## src/rtl/knapsack_pkg.sv

```systemverilog
// knapsack_pkg: shared sizing, FSM state encoding and the item record used by
// the knapsack search controller and its combinational evaluator.
package knapsack_pkg;

  localparam int N_ITEMS = 5;
  localparam int ITEM_W  = 8;
  // Wide enough that the sum of N_ITEMS full-scale items never overflows.
  localparam int SUM_W   = ITEM_W + $clog2(N_ITEMS);
  localparam int IDX_W   = $clog2(N_ITEMS);

  // Final choice vector of a sweep (all items selected).
  localparam logic [N_ITEMS-1:0] LAST_CAND = '1;

  typedef enum logic [1:0] {
    IDLE,
    SCAN,
    DONE
  } state_t;

  typedef struct packed {
    logic [ITEM_W-1:0] weight;
    logic [ITEM_W-1:0] value;
  } item_t;

  typedef item_t [N_ITEMS-1:0] item_table_t;

endpackage

```

## src/rtl/knapsack_eval.sv

```systemverilog
// knapsack_eval: purely combinational scorer for one choice vector.
// Ports:
//   choices   - candidate vector, bit i selects item i
//   items     - item weight/value table
//   capacity  - maximum allowed total weight (inclusive)
//   min_value - minimum required total value (inclusive)
//   weight    - total weight of the selected items
//   value     - total value of the selected items
//   fits      - weight <= capacity
//   meets     - value >= min_value
module knapsack_eval
  import knapsack_pkg::*;
(
  input  logic [N_ITEMS-1:0] choices,
  input  item_table_t        items,
  input  logic [SUM_W-1:0]   capacity,
  input  logic [SUM_W-1:0]   min_value,
  output logic [SUM_W-1:0]   weight,
  output logic [SUM_W-1:0]   value,
  output logic               fits,
  output logic               meets
);

  always_comb begin
    // NOTE: combinational accumulators use blocking assignments and get a
    // default before the loop, so every path assigns them and no latch forms.
    weight = '0;
    value  = '0;
    for (int i = 0; i < N_ITEMS; i++) begin
      if (choices[i]) begin
        weight = weight + SUM_W'(items[i].weight);
        value  = value  + SUM_W'(items[i].value);
      end
    end
    fits  = (weight <= capacity);
    meets = (value >= min_value);
  end

endmodule

```

## src/rtl/knapsack_search.sv

```systemverilog
// knapsack_search: exhaustive 0-1 knapsack search controller.
// Sweeps every choice vector 0 .. 2^N_ITEMS-1, one per clock, and keeps the
// highest-value candidate that fits the capacity and meets the minimum value.
// Ports:
//   clk, rst_n            - clock, asynchronous active-low reset
//   cfg_we/idx/weight/value - item table write port (ignored while scanning)
//   capacity, min_value   - search limits, captured when a search starts
//   start                 - single-cycle search request (honoured in IDLE only)
//   busy                  - high from the cycle after start through done
//   done                  - one-cycle pulse, results valid
//   found                 - some candidate satisfied both limits
//   best_choices/value/weight - winning candidate (all zero when not found)
module knapsack_search
  import knapsack_pkg::*;
(
  input  logic               clk,
  input  logic               rst_n,
  input  logic               cfg_we,
  input  logic [IDX_W-1:0]   cfg_idx,
  input  logic [ITEM_W-1:0]  cfg_weight,
  input  logic [ITEM_W-1:0]  cfg_value,
  input  logic [SUM_W-1:0]   capacity,
  input  logic [SUM_W-1:0]   min_value,
  input  logic               start,
  output logic               busy,
  output logic               done,
  output logic               found,
  output logic [N_ITEMS-1:0] best_choices,
  output logic [SUM_W-1:0]   best_value,
  output logic [SUM_W-1:0]   best_weight
);

  state_t               state;
  logic [N_ITEMS-1:0]   cand;
  logic [SUM_W-1:0]     cap_q;
  logic [SUM_W-1:0]     minv_q;
  item_table_t          table_q;

  logic [SUM_W-1:0]     eval_weight;
  logic [SUM_W-1:0]     eval_value;
  logic                 eval_fits;
  logic                 eval_meets;
  logic                 take;

  knapsack_eval u_eval (
    .choices   (cand),
    .items     (table_q),
    .capacity  (cap_q),
    .min_value (minv_q),
    .weight    (eval_weight),
    .value     (eval_value),
    .fits      (eval_fits),
    .meets     (eval_meets)
  );

  // Strictly-greater replacement keeps the lowest index on a value tie,
  // because candidates are visited in ascending order.
  assign take = eval_fits && eval_meets && (!found || (eval_value > best_value));

  // Item table. Writes are blocked during a sweep so a search always sees one
  // consistent table; out-of-range indices match no entry and are dropped.
  always_ff @(posedge clk or negedge rst_n) begin
    if (!rst_n) begin
      // NOTE: the table is small register storage with a defined all-zero
      // power-on content, so it sits on the async reset like the FSM does.
      table_q <= '0;
    end else if (cfg_we && (state != SCAN)) begin
      for (int i = 0; i < N_ITEMS; i++) begin
        if (cfg_idx == IDX_W'(i)) begin
          table_q[i] <= '{weight: cfg_weight, value: cfg_value};
        end
      end
    end
  end

  // Control FSM with registered status and result outputs.
  always_ff @(posedge clk or negedge rst_n) begin
    if (!rst_n) begin
      state        <= IDLE;
      cand         <= '0;
      cap_q        <= '0;
      minv_q       <= '0;
      busy         <= 1'b0;
      done         <= 1'b0;
      found        <= 1'b0;
      best_choices <= '0;
      best_value   <= '0;
      best_weight  <= '0;
    end else begin
      // NOTE: state registers use non-blocking assignments so every register
      // in this block samples the pre-edge values, independent of order.
      case (state)
        IDLE: begin
          if (start) begin
            cap_q        <= capacity;
            minv_q       <= min_value;
            cand         <= '0;
            found        <= 1'b0;
            best_choices <= '0;
            best_value   <= '0;
            best_weight  <= '0;
            busy         <= 1'b1;
            // Candidate 0 is scored in the next cycle, so a table write
            // landing on the start edge is already visible to it.
            state        <= SCAN;
          end
        end

        SCAN: begin
          if (take) begin
            found        <= 1'b1;
            best_choices <= cand;
            best_value   <= eval_value;
            best_weight  <= eval_weight;
          end
          if (cand == LAST_CAND) begin
            done  <= 1'b1;
            state <= DONE;
          end else begin
            cand <= cand + 1'b1;
          end
        end

        DONE: begin
          done  <= 1'b0;
          busy  <= 1'b0;
          state <= IDLE;
        end

        default: begin
          done  <= 1'b0;
          busy  <= 1'b0;
          state <= IDLE;
        end
      endcase
    end
  end

endmodule

```

## config.mk

```make
export PLATFORM = sky130hd
export DESIGN_NAME = knapsack_search
export DESIGN_NICKNAME = d
export VERILOG_FILES = /design/src/rtl/knapsack_pkg.sv /design/src/rtl/knapsack_eval.sv /design/src/rtl/knapsack_search.sv
export SDC_FILE = /design/constraint.sdc
export NUM_CORES = 1
export LEC_CHECK = 0
export ABC_AREA = 1
export CAP_MARGIN = 15
export CORE_UTILIZATION = 65
export CTS_CLUSTER_SIZE = 8
export DETAILED_ROUTE_END_ITERATION = 6
export PLACE_DENSITY = 0.86
export SYNTH_ARGS = -nofsm -noshare
export SYNTH_HDL_FRONTEND = slang
export SYNTH_HIERARCHICAL = 1
export SYNTH_SLANG_ARGS = --single-unit
```

## constraint.sdc

```tcl
create_clock -name clk -period 18.76 [get_ports clk]
set_input_delay 2.814 -clock clk [delete_from_list [all_inputs] [get_ports clk]]
set_output_delay 2.814 -clock clk [all_outputs]
set_load 0.1 [all_outputs]
```

==> results of run 1 <==
## registers in the layout (all words and copies together), names as in the netlist
name          count
best_choices      5
cap_q            11
found             1
busy              1
best_value       11
best_weight      11
table_q          80
cand              5
minv_q           11
done              1
state             2
## cells by family after synthesis
logic type	share of synthesized area, %
fa+ha+maj	13.4
compound gates	11.8
buf+inv	9.62
xor+xnor	2.14
flops	34.0
simple gates	29.0
## worst paths after layout
path,endpoint,slack [ns],cells after the start
min in group asynchronous,table_q[15],2.39,1
setup reg to reg,best_value[8],10.23,45
setup / recovery,best_value[8],10.23,45
hold reg to reg,cap_q[3],0.47,2
max in group asynchronous,minv_q[2],15.04,2
hold / removal,cap_q[3],0.47,2
## critical path: cells and delay by family (launching register included)
family          cells  cell delay, ns
simple gates       26            3.20
xor+xnor            2            0.31
compound gates      6            1.35
buf+inv             5            0.79
fa+ha+maj           6            1.82
flops               1            0.97
## placed cells by master, fill, tap and decap left out, types with 8 or more instances in the layout
| cell | netlist | routed |
|---|---|---|
| nand4_1 | 12 | 12 |
| nand3_1 | 93 | 93 |
| ha_1 | 97 | 97 |
| a21oi_1 | 61 | 61 |
| nor3_1 | 8 | 8 |
| o21ai_1 | 17 | 17 |
| o21ai_0 | 110 | 110 |
| inv_1 | 202 | 202 |
| and2_1 | 9 | 9 |
| fa_1 | 8 | 8 |
| nand3_2 | 13 | 13 |
| nor2_1 | 38 | 38 |
| or2_2 | 8 | 8 |
| nand2_1 | 474 | 474 |
| dfrtp_1 | 139 | 139 |
| clkdlybuf4s50_1 | 0 | 73 |
| o21ai_2 | 10 | 10 |
| clkbuf_16 | 0 | 17 |
| nand2_2 | 11 | 11 |
| xor2_1 | 20 | 20 |
## per-stage QoR
step / worst slack, ns / hold slack, ns
after global routing: 9.53 / 0.488
after global placement: 10.86 / 0.456
after CTS: 10.39 / 0.474
after floorplan: 12.31 / 0.442
final: 10.23 / 0.468
after detailed placement: 10.56 / 0.459
## cell type report
cell class                 count  share of cell area (%)
timing repair buffer          81                    6.81
tap                          211                    2.26
sequential                   139                    29.8
clock inverter                14                    1.24
inverter                     208                    6.69
clock buffer                  18                    3.76
multi-input combinational   1034                    49.4
## metal layers
| layer | vias up | share of wire (%) |
|---|---|---|
| met4 | 0 | 2.9 |
| met2 | 300 | 50 |
| met3 | 65 | 5.0 |
| met5 | - | 0 |
| li1 | 4679 | - |
| met1 | 4373 | 43 |
==> impl_metrics.yaml, run 1 <==
global_route:
  grt_pass1_wl_mm: 42.3
  gr-usage-all-layers_pct: 33.2
  grt_max_degree: 75
  grt_busiest_layer: "met2"
  grt_pass1_vias: 9202
  antenna_found_initial: 0
  grt_use_met2_pct: 58.7
  grtUsageMet3_pct: 5.19
  grtUsageMet1_pct: 40.5
  overflow: 0
logic_synthesis:
  syn_inst: 1422
  synth_edf_count: 0
  synth_area_um2: 10200
  postSynthNetCount: 1572
  synth_most_common_cell: "nand2_1"
  synth_top_area_share_pct: 34.0
  synth_seq_area_share_pct: 34.0
  async_flop_share_pct: 100
  yosys-top-cells-area: "dfrtp_1, nand2_1, ha_1"
  synth_commonest_cells: "nand2_1, inv_1, dfrtp_1, o21ai_0, ha_1"
  yosys_warnings: 6
  synth_top_cell_by_area: "dfrtp_1"
  ys_seq_elements: 139
  syn_area_per_cell_um2: 7.19
  synth_top_flop_cell: "dfrtp_1"
  synthDistinctLibCells: 46
critical_path:
  crit_start: "cand[0]"
  cpPeakStageDelay_ns: 0.97
  worstPathMaxFanout: 30
  path_common_cell: "nand2_1"
  endpoint_kind: "flip-flop"
  cp.required_ns: 19.12
  critPathKind: "flip-flop to flip-flop"
  cpMaxStageDelayCell: "dfrtp_1"
  critPathLaunchType: "flip-flop"
  cp_data_arrival_time_ns: 8.89
  r2r-start: "cand[0]"
floorplan:
  coreArea_um2: 15300
  die_x_um: 127
  rows: 45
  start_util_pct: 67.1
  dieArea_um2: 16200
  fp.dieH_um: 127
  ios: 75
clocking:
  cts_resized: 0
  cts.clk_slew.worst_paths_ns: 0.06
  cts_made_buffers: 17
  clk_latency_ns: 0.43
  cts.path.max_buffers: 2
  cts_root_buffer: "clkbuf_16"
  cts_sinks: 139
  cts_hold_buf: 0
  htreeDepth: 4
  tritoncts: "done"
  post_cts_buffers: 0
finish:
  fin_cells: 1705
  stdcell_area_um2: 11700
  areaGrowthSynthToFinish_pct: 14.1
  fin_nets: 1631
  antenna_cells: 0
  final.fill_count: 1183
  seq_area_um2: 3480
  multi_input_area_um2: 5770
  finish.utilization_pct: 76.5
  drive_above_1_share_pct: 6.69
placed_design:
  hpwl_mm: 18.1
  placed_area_um2: 11100
  gp_congestion: 0.914
  io_buffer_count: 74
  dpl.cell_count: 1673
timing:
  fin_skew_ns: 0.00863
  finalMaxSlewViolations: 0
  fin_crit_sh_pct: 45.5
  fmax_ghz: 0.117
  setup_tns_ns: 0
  setup-violations-final: 0
  grt_setup_unrepaired: "no"
  worst_pin_slew_ns: 0.995
  finalHoldViolCount: 0
  max-slew-margin-rel_pct: 33.5
  period_needed_ns: 8.53
routing:
  wl_mm: 25.1
  drcViolationCount: 0
  ant_nets: 0
  vias_per_cell: 5.52
  wl_per_cell_um: 14.7
  firstDrtPassIters: 6
  vias: 9417
  drtIter0Drc: 696
run:
  max-cap-violations: 0
min_path:
  hold_path_class: "flip-flop to flip-flop"
  hp-start: "cap_q[3]"
outcome:
  outcome: "finished, final reports clean"
Power of run 1 is not shown: default switching activity piles up to over one toggle a cycle in this logic, so the estimate is an artifact.
==> inputs of run 2 (changes only) <==
Settings changed: CORE_UTILIZATION 65 to 54, PLACE_DENSITY 0.86 to 0.76.
Clock period 18.76 ns to 7.1 ns, I/O delays scaled along.
==> run 2 against run 1 <==
Against the previous run:
- sequential share of layout area down 1.1 points
- first-iteration DRC count down 11%
- sequential cell count unchanged
- via count about the same
- register-to-register slack worse by 9.9 ns
- non-clock buffer count up 15
- clock-buffer cell count unchanged
- global-route usage down 6.3 points
- design area up 4.0%
- die area up 20%
- clock skew up 0.0024 ns
- critical path depth down 2
- critical path type unchanged
- largest cell class unchanged
- highest routed layer unchanged
==> impl_metrics.yaml, run 2 (synthesized netlist as in run 1, its figures left out) <==
outcome:
  outcome: "finished, final reports clean"
floorplan:
  die_x_um: 140
  dieArea_um2: 19500
  ios: 75
  coreArea_um2: 18300
  rows: 49
  fp.dieH_um: 140
  start_util_pct: 56.0
critical_path:
  worstRegToRegCells: 43
  endpoint_kind: "flip-flop"
  cpLargestDelayFamily: "simple AND/OR/NAND/NOR gates"
  r2r_end: "best_choices[0]"
  r2r-start: "cand[0]"
  critPathLaunchType: "flip-flop"
  cpMaxStageDelayCell: "fa_2"
  cp.buffers_inverters: 9
  path_common_cell: "nand2_1"
  cp_data_arrival_time_ns: 7.04
  rrSetupSlack_ns: 0.36
  critPathKind: "flip-flop to flip-flop"
  cp.required_ns: 7.40
  cpPeakStageDelay_ns: 0.52
  worstPathMaxFanout: 15
global_route:
  gr-usage-all-layers_pct: 26.9
  grt_pass1_vias: 8886
  grt_max_degree: 74
  grt_pass1_wl_mm: 42.2
  antenna_found_initial: 0
  overflow: 0
finish:
  fin_cells: 1737
  seq_area_um2: 3480
  largest_reg_flops: 80
  multi_input_area_um2: 6040
  finish.utilization_pct: 66.4
  final_common_cell: "nand2_1"
  antenna_cells: 0
  fin_nets: 1646
  stdcell_area_um2: 12100
  final.fill_count: 1551
  final_cell_mix: "nand2_1, inv_1, dfrtp_1, o21ai_0, nand3_1"
  registers.top_by_ff_count: "table_q"
  areaGrowthSynthToFinish_pct: 18.6
  drive_above_1_share_pct: 10.5
min_path:
  hp-start: "cap_q[3]"
  hold_path_class: "flip-flop to flip-flop"
  min_to: "cap_q[3]"
  min_delay_path_depth: 2
clocking:
  cts.path.max_buffers: 2
  cts_made_buffers: 17
  clk_latency_ns: 0.43
  cts_root_buffer: "clkbuf_16"
  cts.clk_slew.worst_paths_ns: 0.06
  htreeDepth: 4
  cts_hold_buf: 0
  cts_sinks: 139
  tritoncts: "done"
routing:
  drtIter0Drc: 621
  wl_mm: 25.3
  wl_per_cell_um: 14.6
  vias: 9412
  drcViolationCount: 0
  firstDrtPassIters: 6
  ant_nets: 0
  vias_per_cell: 5.42
placed_design:
  dpl.cell_count: 1698
  placed_area_um2: 11200
  hpwl_mm: 18.4
  gp_congestion: 0.913
  io_buffer_count: 74
run:
  max-cap-violations: 0
timing:
  fin_hold_ws_ns: 0.470
  finalMaxSlewViolations: 0
  finalHoldViolCount: 0
  period_needed_ns: 6.74
  fin_skew_ns: 0.0110
  setup-violations-final: 0
  max-slew-margin-rel_pct: 34.1
  fmax_ghz: 0.148
  fin_crit_sh_pct: 94.9
  worst_pin_slew_ns: 0.988
==> run 2: cell types whose count changed in the layout (fill, tap and decap cells not counted), moves of 4 or more <==
| cell | delta |
|---|---|
| nand2_2 | +5 |
| buf_4 | +11 |
| o21ai_0 | -9 |
| ha_1 | -12 |
| o21ai_2 | +6 |
| nand2_1 | -6 |
| ha_4 | +11 |
| a21oi_1 | -4 |
| nor2_1 | -4 |
| nor2_2 | +4 |
| a21oi_2 | +4 |
==> run 2: metal layers <==
layer  global-route usage, %  vias up  part of all wire, %
met5                       0        -                    0
met4                    8.62        0                  2.0
met3                    3.96       41                  4.5
met2                    46.4      234                   49
met1                    34.7     4426                   45
li1                        -     4711                    -
==> run 2: layout make-up <==
type,instances,area share [%]
multi-input cells,1034,49.8
flip-flops and latches,139,28.7
repair buffers,96,7.81
inverters,208,6.47
clock buffers,18,3.54
well taps,229,2.36
clock inverters,13,1.38
==> run 2: worst max-delay path by stage <==
stage	slack (ns)	to	start	cells past startpoint
after CTS	0.02	best_choices[4]	cand[0]	43
after floorplan	0.65	best_value[0]	cand[0]	48
after global placement	-0.03	best_weight[1]	cand[0]	39
final	0.36	best_choices[0]	cand[0]	43
after detailed placement	-0.16	best_choices[1]	cand[0]	39
after global routing	-0.09	best_choices[0]	cand[0]	42
==> run 2: repair_timing <==
item | CTS | global route
gates resized for setup | 5 | 66
buffers inserted | 0 | 8
setup endpoints to repair | 28 | 28
pin swaps | 1 | 26
hold endpoints to repair | 0 | 0
==> run 2: through the flow <==
stage          TNS (ns)  worst slack (ns)
6_report              0             0.361
5_1_grt          -0.916           -0.0899
4_1_cts               0            0.0168
3_5_place_dp      -3.81            -0.161
3_3_place_gp     -0.719           -0.0347
2_1_floorplan         0             0.650
==> run 2: worst min-delay path, delay by kind of cell (launching register included) <==
family | cells | cell delay, ns
flops | 1 | 0.34
simple gates | 2 | 0.09
Power of run 2 is left out for the same reason.
